--- config.mk ---
export PLATFORM = sky130hd
export DESIGN_NAME = lmsm_sequencer_flat
export DESIGN_NICKNAME = d
export VERILOG_FILES = /design/src/rtl/lmsm_sequencer_if.sv /design/src/rtl/lmsm_sequencer.sv /design/src/flat_wrapper.sv
export SDC_FILE = /design/constraint.sdc
export NUM_CORES = 1
export LEC_CHECK = 0
export ABC_AREA = 1
export BUFFER_PORTS_ARGS = -buffer_cell sky130_fd_sc_hd__buf_2
export CORE_MARGIN = 4
export CORE_UTILIZATION = 54
export DETAILED_ROUTE_END_ITERATION = 10
export PLACE_DENSITY_LB_ADDON = 0.12
export SYNTH_ARGS = -nofsm -noshare
export SYNTH_HDL_FRONTEND = slang
export SYNTH_SLANG_ARGS = --single-unit
--- constraint.sdc ---
create_clock -name clk -period 3.6 [get_ports clk]
set_input_delay 0.18 -clock clk [delete_from_list [all_inputs] [get_ports clk]]
set_output_delay 0.18 -clock clk [all_outputs]
set_load 0.005 [all_outputs]
--- src/rtl/lmsm_sequencer_if.sv ---
// Data-memory request bus between the LM/SM sequencer (master) and data memory (slave).
// Handshake: mem_req with mem_addr/mem_we/mem_wdata held stable until mem_ack; an ack completes the request in that cycle.
interface lmsm_sequencer_if #(
    parameter int DW = 16
);
    logic          mem_req;
    logic          mem_we;
    logic [DW-1:0] mem_addr;
    logic [DW-1:0] mem_wdata;
    logic [DW-1:0] mem_rdata;
    logic          mem_ack;

    modport master (
        output mem_req, mem_we, mem_addr, mem_wdata,
        input  mem_rdata, mem_ack
    );

    modport slave (
        input  mem_req, mem_we, mem_addr, mem_wdata,
        output mem_rdata, mem_ack
    );
endinterface

--- src/rtl/lmsm_sequencer.sv ---
// Load-multiple / store-multiple sequencer: walks a register list (R0 excluded) and performs
// one register-file <-> memory transfer per selected register at consecutive addresses.
module lmsm_sequencer #(
    parameter int  DW   = 16,
    parameter int  NREG = 8,
    localparam int IW   = $clog2(NREG)
) (
    input  logic             clk,
    input  logic             rst_n,
    input  logic             start,
    input  logic             is_load,
    input  logic [DW-1:0]    base_addr,
    input  logic [NREG-1:0]  reg_list,
    output logic             busy,
    output logic             done,
    output logic [IW-1:0]    rf_ra,
    input  logic [DW-1:0]    rf_rd,
    output logic             rf_we,
    output logic [IW-1:0]    rf_wa,
    output logic [DW-1:0]    rf_wd,
    lmsm_sequencer_if.master mem,
    output logic [DW-1:0]    next_addr,
    output logic [1:0]       fsm_state
);

    typedef enum logic [1:0] {
        IDLE  = 2'd0,
        ISSUE = 2'd1,
        WB    = 2'd2,
        DONE  = 2'd3
    } state_t;

    state_t          state;
    logic [NREG-1:0] list_q;
    logic            is_load_q;
    logic [DW-1:0]   cur_addr;
    logic            req_q;
    logic            we_q;
    logic [DW-1:0]   addr_q;

    logic [NREG-1:0] start_list;
    logic [NREG-1:0] list_next;
    logic [IW-1:0]   idx;
    logic [DW-1:0]   addr_next;
    logic            advance;

    function automatic logic [IW-1:0] lowest(input logic [NREG-1:0] v);
        logic [IW-1:0] r;
        r = '0;
        for (int i = NREG - 1; i >= 0; i--) begin
            if (v[i]) r = IW'(i);
        end
        return r;
    endfunction

    // advance = one transfer retired: SM on its ack, LM on its writeback cycle
    always_comb begin
        start_list = reg_list & ~NREG'(1);
        idx        = lowest(list_q);
        list_next  = list_q & ~(NREG'(1) << idx);
        addr_next  = cur_addr + DW'(1);
        advance    = (state == WB) || ((state == ISSUE) && mem.mem_ack && !is_load_q);
    end

    always_ff @(posedge clk or negedge rst_n) begin
        if (!rst_n) begin
            state     <= IDLE;
            list_q    <= '0;
            is_load_q <= 1'b0;
            cur_addr  <= '0;
            busy      <= 1'b0;
            done      <= 1'b0;
            rf_ra     <= '0;
            rf_we     <= 1'b0;
            rf_wa     <= '0;
            rf_wd     <= '0;
            req_q     <= 1'b0;
            we_q      <= 1'b0;
            addr_q    <= '0;
            next_addr <= '0;
        end else begin
            done  <= 1'b0;
            rf_we <= 1'b0;

            case (state)
                IDLE: begin
                    if (start) begin
                        list_q    <= start_list;
                        cur_addr  <= base_addr;
                        is_load_q <= is_load;
                        busy      <= 1'b1;
                        if (start_list == '0) begin
                            state     <= DONE;
                            done      <= 1'b1;
                            next_addr <= base_addr;
                        end else begin
                            state  <= ISSUE;
                            req_q  <= 1'b1;
                            we_q   <= ~is_load;
                            addr_q <= base_addr;
                            rf_ra  <= lowest(start_list);
                        end
                    end
                end

                ISSUE: begin
                    // load data is captured straight into the writeback data register
                    if (mem.mem_ack && is_load_q) begin
                        state <= WB;
                        req_q <= 1'b0;
                        rf_we <= 1'b1;
                        rf_wa <= idx;
                        rf_wd <= mem.mem_rdata;
                    end
                end

                WB: ;

                DONE: begin
                    state <= IDLE;
                    busy  <= 1'b0;
                end

                default: state <= IDLE;
            endcase

            if (advance) begin
                list_q   <= list_next;
                cur_addr <= addr_next;
                if (list_next == '0) begin
                    state     <= DONE;
                    req_q     <= 1'b0;
                    done      <= 1'b1;
                    next_addr <= addr_next;
                end else begin
                    state  <= ISSUE;
                    req_q  <= 1'b1;
                    we_q   <= ~is_load_q;
                    addr_q <= addr_next;
                    rf_ra  <= lowest(list_next);
                end
            end
        end
    end

    assign mem.mem_req   = req_q;
    assign mem.mem_we    = we_q;
    assign mem.mem_addr  = addr_q;
    assign mem.mem_wdata = rf_rd;
    assign fsm_state     = state;

endmodule

--- src/flat_wrapper.sv ---
// flat-port wrapper written by rule: the top's interface ports become plain ports
module lmsm_sequencer_flat 
#(
    parameter int  DW   = 16,
    parameter int  NREG = 8,
    localparam int IW   = $clog2(NREG)
)
  (clk, rst_n, start, is_load, base_addr, reg_list, busy, done, rf_ra, rf_rd, rf_we, rf_wa, rf_wd, next_addr, fsm_state, mem_mem_req, mem_mem_we, mem_mem_addr, mem_mem_wdata, mem_mem_rdata, mem_mem_ack);
  lmsm_sequencer_if #(.DW(DW)) mem_i ();
  input  logic clk;
  input  logic rst_n;
  input  logic start;
  input  logic is_load;
  input  logic [DW-1:0] base_addr;
  input  logic [NREG-1:0] reg_list;
  output logic busy;
  output logic done;
  output logic [IW-1:0] rf_ra;
  input  logic [DW-1:0] rf_rd;
  output logic rf_we;
  output logic [IW-1:0] rf_wa;
  output logic [DW-1:0] rf_wd;
  output logic [DW-1:0] next_addr;
  output logic [1:0] fsm_state;
  output wire logic [$bits(mem_i.mem_req)-1:0] mem_mem_req;
  output wire logic [$bits(mem_i.mem_we)-1:0] mem_mem_we;
  output wire logic [$bits(mem_i.mem_addr)-1:0] mem_mem_addr;
  output wire logic [$bits(mem_i.mem_wdata)-1:0] mem_mem_wdata;
  input wire logic [$bits(mem_i.mem_rdata)-1:0] mem_mem_rdata;
  input wire logic [$bits(mem_i.mem_ack)-1:0] mem_mem_ack;
  assign mem_mem_req = mem_i.mem_req;
  assign mem_mem_we = mem_i.mem_we;
  assign mem_mem_addr = mem_i.mem_addr;
  assign mem_mem_wdata = mem_i.mem_wdata;
  assign mem_i.mem_rdata = mem_mem_rdata;
  assign mem_i.mem_ack = mem_mem_ack;
  lmsm_sequencer #(.DW(DW), .NREG(NREG)) u_core (.clk(clk), .rst_n(rst_n), .start(start), .is_load(is_load), .base_addr(base_addr), .reg_list(reg_list), .busy(busy), .done(done), .rf_ra(rf_ra), .rf_rd(rf_rd), .rf_we(rf_we), .rf_wa(rf_wa), .rf_wd(rf_wd), .mem(mem_i), .next_addr(next_addr), .fsm_state(fsm_state));
endmodule
==> impl_metrics.py <==
metrics = {
    "sta": {
        "timing.setup.tns_ps": 0,
        "worst_pin_slew_ps": 1094,
        "timing.final.crit_share": 0.6595,
        "hold_violations": 0,
        "min_period_ps": 2374,
        "whs_ps": 9.424,
        "fmax_mhz": 421.2,
        "fin_skew_ps": 11.02,
        "setup_viol_count_final": 0,
        "setup_ws_ps": 1226,
        "slew_headroom": 0.2710,
        "rsz0062_at_grt": "no",
        "finalMaxSlewViolations": 0,
    },
    "synthesis": {
        "synth.top_cell.area_share": 0.4705,
        "synth-warning-count": 0,
        "synth_edf_count": 0,
        "avgSynthCellArea_um2": 7.740,
        "synthesis.nets": 653,
        "async_flop_share": 1.000,
        "syn_area_um2": 4574,
        "yosysMostFrequentCell": "nand2_1",
        "synth_area_leader_cell": "dfrtp_1",
        "seq_area_frac_synth": 0.4705,
        "synthCells": 591,
        "synthTopCellsByCount": "230 x nand2_1, 86 x dfrtp_1, 63 x inv_1, 44 x o21ai_0, 21 x nand3_1",
        "netlist-cell-type-count": 36,
        "synth-main-ff-cell": "dfrtp_1",
        "ys_top_cells_by_area": "dfrtp_1 47%, nand2_1 19%, inv_1 5.2%",
        "synth-seq-cells": 86,
    },
    "critical_path": {
        "worstPathCellList": "inv_1, nor2_2, nand3_1, nand2_2, inv_2, nor2_4, nand2_1, nand2_1",
        "slowest_delay_ps": 510,
        "cp.required_ps": 3900,
        "worstPathArrival_ps": 2670,
        "cp_max_fo": 28,
        "cp-start-kind": "flop",
        "reg2reg_to": "u_core.mem.mem_addr[14]",
        "timing.critical_path.buf_inv": 2,
        "crit_slowest_cell": "nor2_4",
        "cp_top_family": "simple AND/OR/NAND/NOR gates",
        "rr_worst_depth": 8,
        "path_class": "reg -> reg",
        "worstSetupEndpointType": "flop",
        "rrSetupSlack_ps": 1230,
        "cp_common_cell": "nand2_1",
        "rr_startpoint": "u_core.fsm_state[0]",
    },
    "pwr": {
        "ir_worst_vdd_v": 0.0004509,
        "p_sw_frac": 0.4329,
        "switchingPower_uw": 2106,
        "comb_power_share": 0.475,
        "internal_power_uw": 2759,
        "power.share.clock": 0.173,
        "pwr_density_cell_nw_per_um2": 915.5,
        "seq_power_share": 0.352,
        "leakagePower_uw": 0.002959,
    },
    "global_route": {
        "grt_max_degree": 87,
        "grt_usage": 0.2439,
        "grt_pass1_wl_um": 19550,
        "grt_pass1_vias": 4140,
        "overflow": 0,
        "antenna_found_initial": 0,
    },
    "place": {
        "gp_congestion": 0.8702,
        "port_buffers": 104,
        "dp_hpwl_um": 7752,
        "pre_cts_slack_ps": 1270,
    },
    "layout": {
        "syn2layout_area_growth_pct": 16.17,
        "n_fill_cell": 750,
        "nets": 740,
        "drive_above_1_share": 0.2240,
        "diodes": 0,
    },
    "min_path": {
        "hold_class": "in -> async",
    },
    "floorplan": {
        "rows": 33,
        "die_area_um2": 10010,
        "die_h_um": 100.0,
        "ios": 138,
        "start_util": 0.5567,
        "die_x_um": 100.0,
        "core-area_um2": 8217,
    },
    "clocking": {
        "cts_tree": "done",
        "clockBufferDepth": 2,
        "htreeDepth": 3,
        "post_cts_buffers": 0,
        "cts-root-buf": "clkbuf_8",
        "cts.sinks": 86,
        "clk_pin_slew_worst_paths_ps": 90,
        "clkLatencyLatePin_ps": 360,
        "cts_inserted_buffers": 9,
    },
    "job": {
        "cap_violations": 0,
    },
    "detailed_routing": {
        "drc": 0,
        "avgViaCountPerCell": 5.199,
        "drtIter0Drc": 229,
        "wire_per_inst_um": 14.50,
        "drtAntennaViolNets": 0,
        "drt-pass1-iter-count": 5,
        "totalWireLength_um": 11420,
        "vias": 4097,
    },
    "outcome": {
        "status": "finished clean",
    },
}
[per-layer routing]
| layer | up-vias | GRT usage | wire [µm] |
|---|---|---|---|
| li1 | 2032 | - | - |
| met1 | 1913 | 0.3438 | 5268 |
| met2 | 131 | 0.3874 | 5373 |
| met3 | 21 | 0.03405 | 636 |
| met4 | 0 | 0.08808 | 144 |
| met5 | - | 0 | 0 |
[metrics by stage]
step                      area, µm²  total power [µW]    util  std cells
after floorplan                4574              3304       -        591
after detailed placement       5036              4028  0.6129        769
after CTS                      5314              4886  0.6467        788
after global placement         5036              3955  0.6129        769
final                          5314              4865  0.6467        788
after global routing           5314              5322  0.6467        788
[power groups by stage]
stage | Clock [µW] | Sequential (µW) | Combinational [µW]
after floorplan | 0 | 1720 | 1590
after global placement | 0 | 1700 | 2250
after detailed placement | 0 | 1720 | 2310
after CTS | 851 | 1710 | 2330
after global routing | 895 | 1770 | 2650
final | 841 | 1710 | 2310
[worst reg2reg max path: stages (launching register included)]
cell and delay [ps]:
dfrtp_1 420, inv_1 80, nor2_2 170, nand3_1 110, nand2_2 500, inv_2 310
nor2_4 510, nand2_1 120, nand2_1 80
[cells by family after synthesis]
| kind of cell | synth area share |
|---|---|
| AO/OA/AOI/OAI | 0.1143 |
| flip-flops | 0.4705 |
| adder cells (fa/ha/maj) | 0.002735 |
| AND/OR/NAND/NOR | 0.2804 |
| buffers and inverters | 0.1053 |
| XOR/XNOR | 0.02681 |
[final cells by class]
| type | count | area [µm²] | share of cell area |
|---|---|---|---|
| inverter | 69 | 259.0 | 0.04874 |
| sequential | 86 | 2152 | 0.4050 |
| multi-input combinational | 401 | 1941 | 0.3652 |
| tap | 105 | 131.4 | 0.02472 |
| clock inverter | 5 | 106.4 | 0.02001 |
| timing repair buffer | 111 | 583.1 | 0.1097 |
| clock buffer | 11 | 141.4 | 0.02661 |
[layout by cell type (no fill, tap or decap)]
cell type and count:
a21oi_1 7, clkbuf_1 1, nor2_2 3, nand3b_4 1
inv_1 63, a221oi_1 1, nand3_1 21, buf_4 5
ha_1 1, o21ai_1 8, o21bai_1 1, nor3_1 5
o221ai_1 12, nor2_4 3, bufinv_16 3, o21ai_0 44
o211ai_1 2, nor2_1 15, clkinv_4 1, dfrtp_1 86
o22ai_1 4, nand3b_1 1, nand2_1 230, a21oi_2 1
nand3_2 1, clkinvlp_4 1, xnor2_1 1, nor2_8 1
o21ai_2 4, nor4_1 1, xor2_1 13, nand2_4 2
clkbuf_8 10, nand2_2 9, inv_2 5, a22oi_1 3
clkinv_1 1, nand4_1 6, buf_2 103, dlygate4sd3_1 3
[state kept, by name, indices dropped and copies added (netlist names)]
signal               flops
u_core.cur_addr         16
u_core.mem.mem_addr     16
u_core.next_addr        16
u_core.rf_wd            16
u_core.list_q            8
u_core.rf_ra             3
u_core.rf_wa             3
u_core.fsm_state         2
u_core.busy              1
u_core.done              1
u_core.is_load_q         1
u_core.mem.mem_req       1
u_core.mem.mem_we        1
u_core.rf_we             1
[how the worst max path moves through the flow]
stage                   startpoint                      end  slack, ps  cells past startpoint
3_5_place_dp   u_core.fsm_state[0]  u_core.mem.mem_addr[14]       1270                      8
6_report       u_core.fsm_state[0]  u_core.mem.mem_addr[14]       1230                      8
3_3_place_gp   u_core.fsm_state[0]   u_core.mem.mem_addr[9]       1290                      8
2_1_floorplan     u_core.list_q[1]      u_core.next_addr[5]       1870                     12
4_1_cts        u_core.fsm_state[0]  u_core.mem.mem_addr[14]       1250                      8
5_1_grt        u_core.fsm_state[0]          u_core.rf_ra[0]        970                      8
[timing repair]
item	CTS	global route
hold buffers	3	0
setup endpoints to repair	0	0
gates resized for setup	0	0
endpoints found under the hold margin	3	0
No activity file was read; power rests on OpenSTA's default activity.
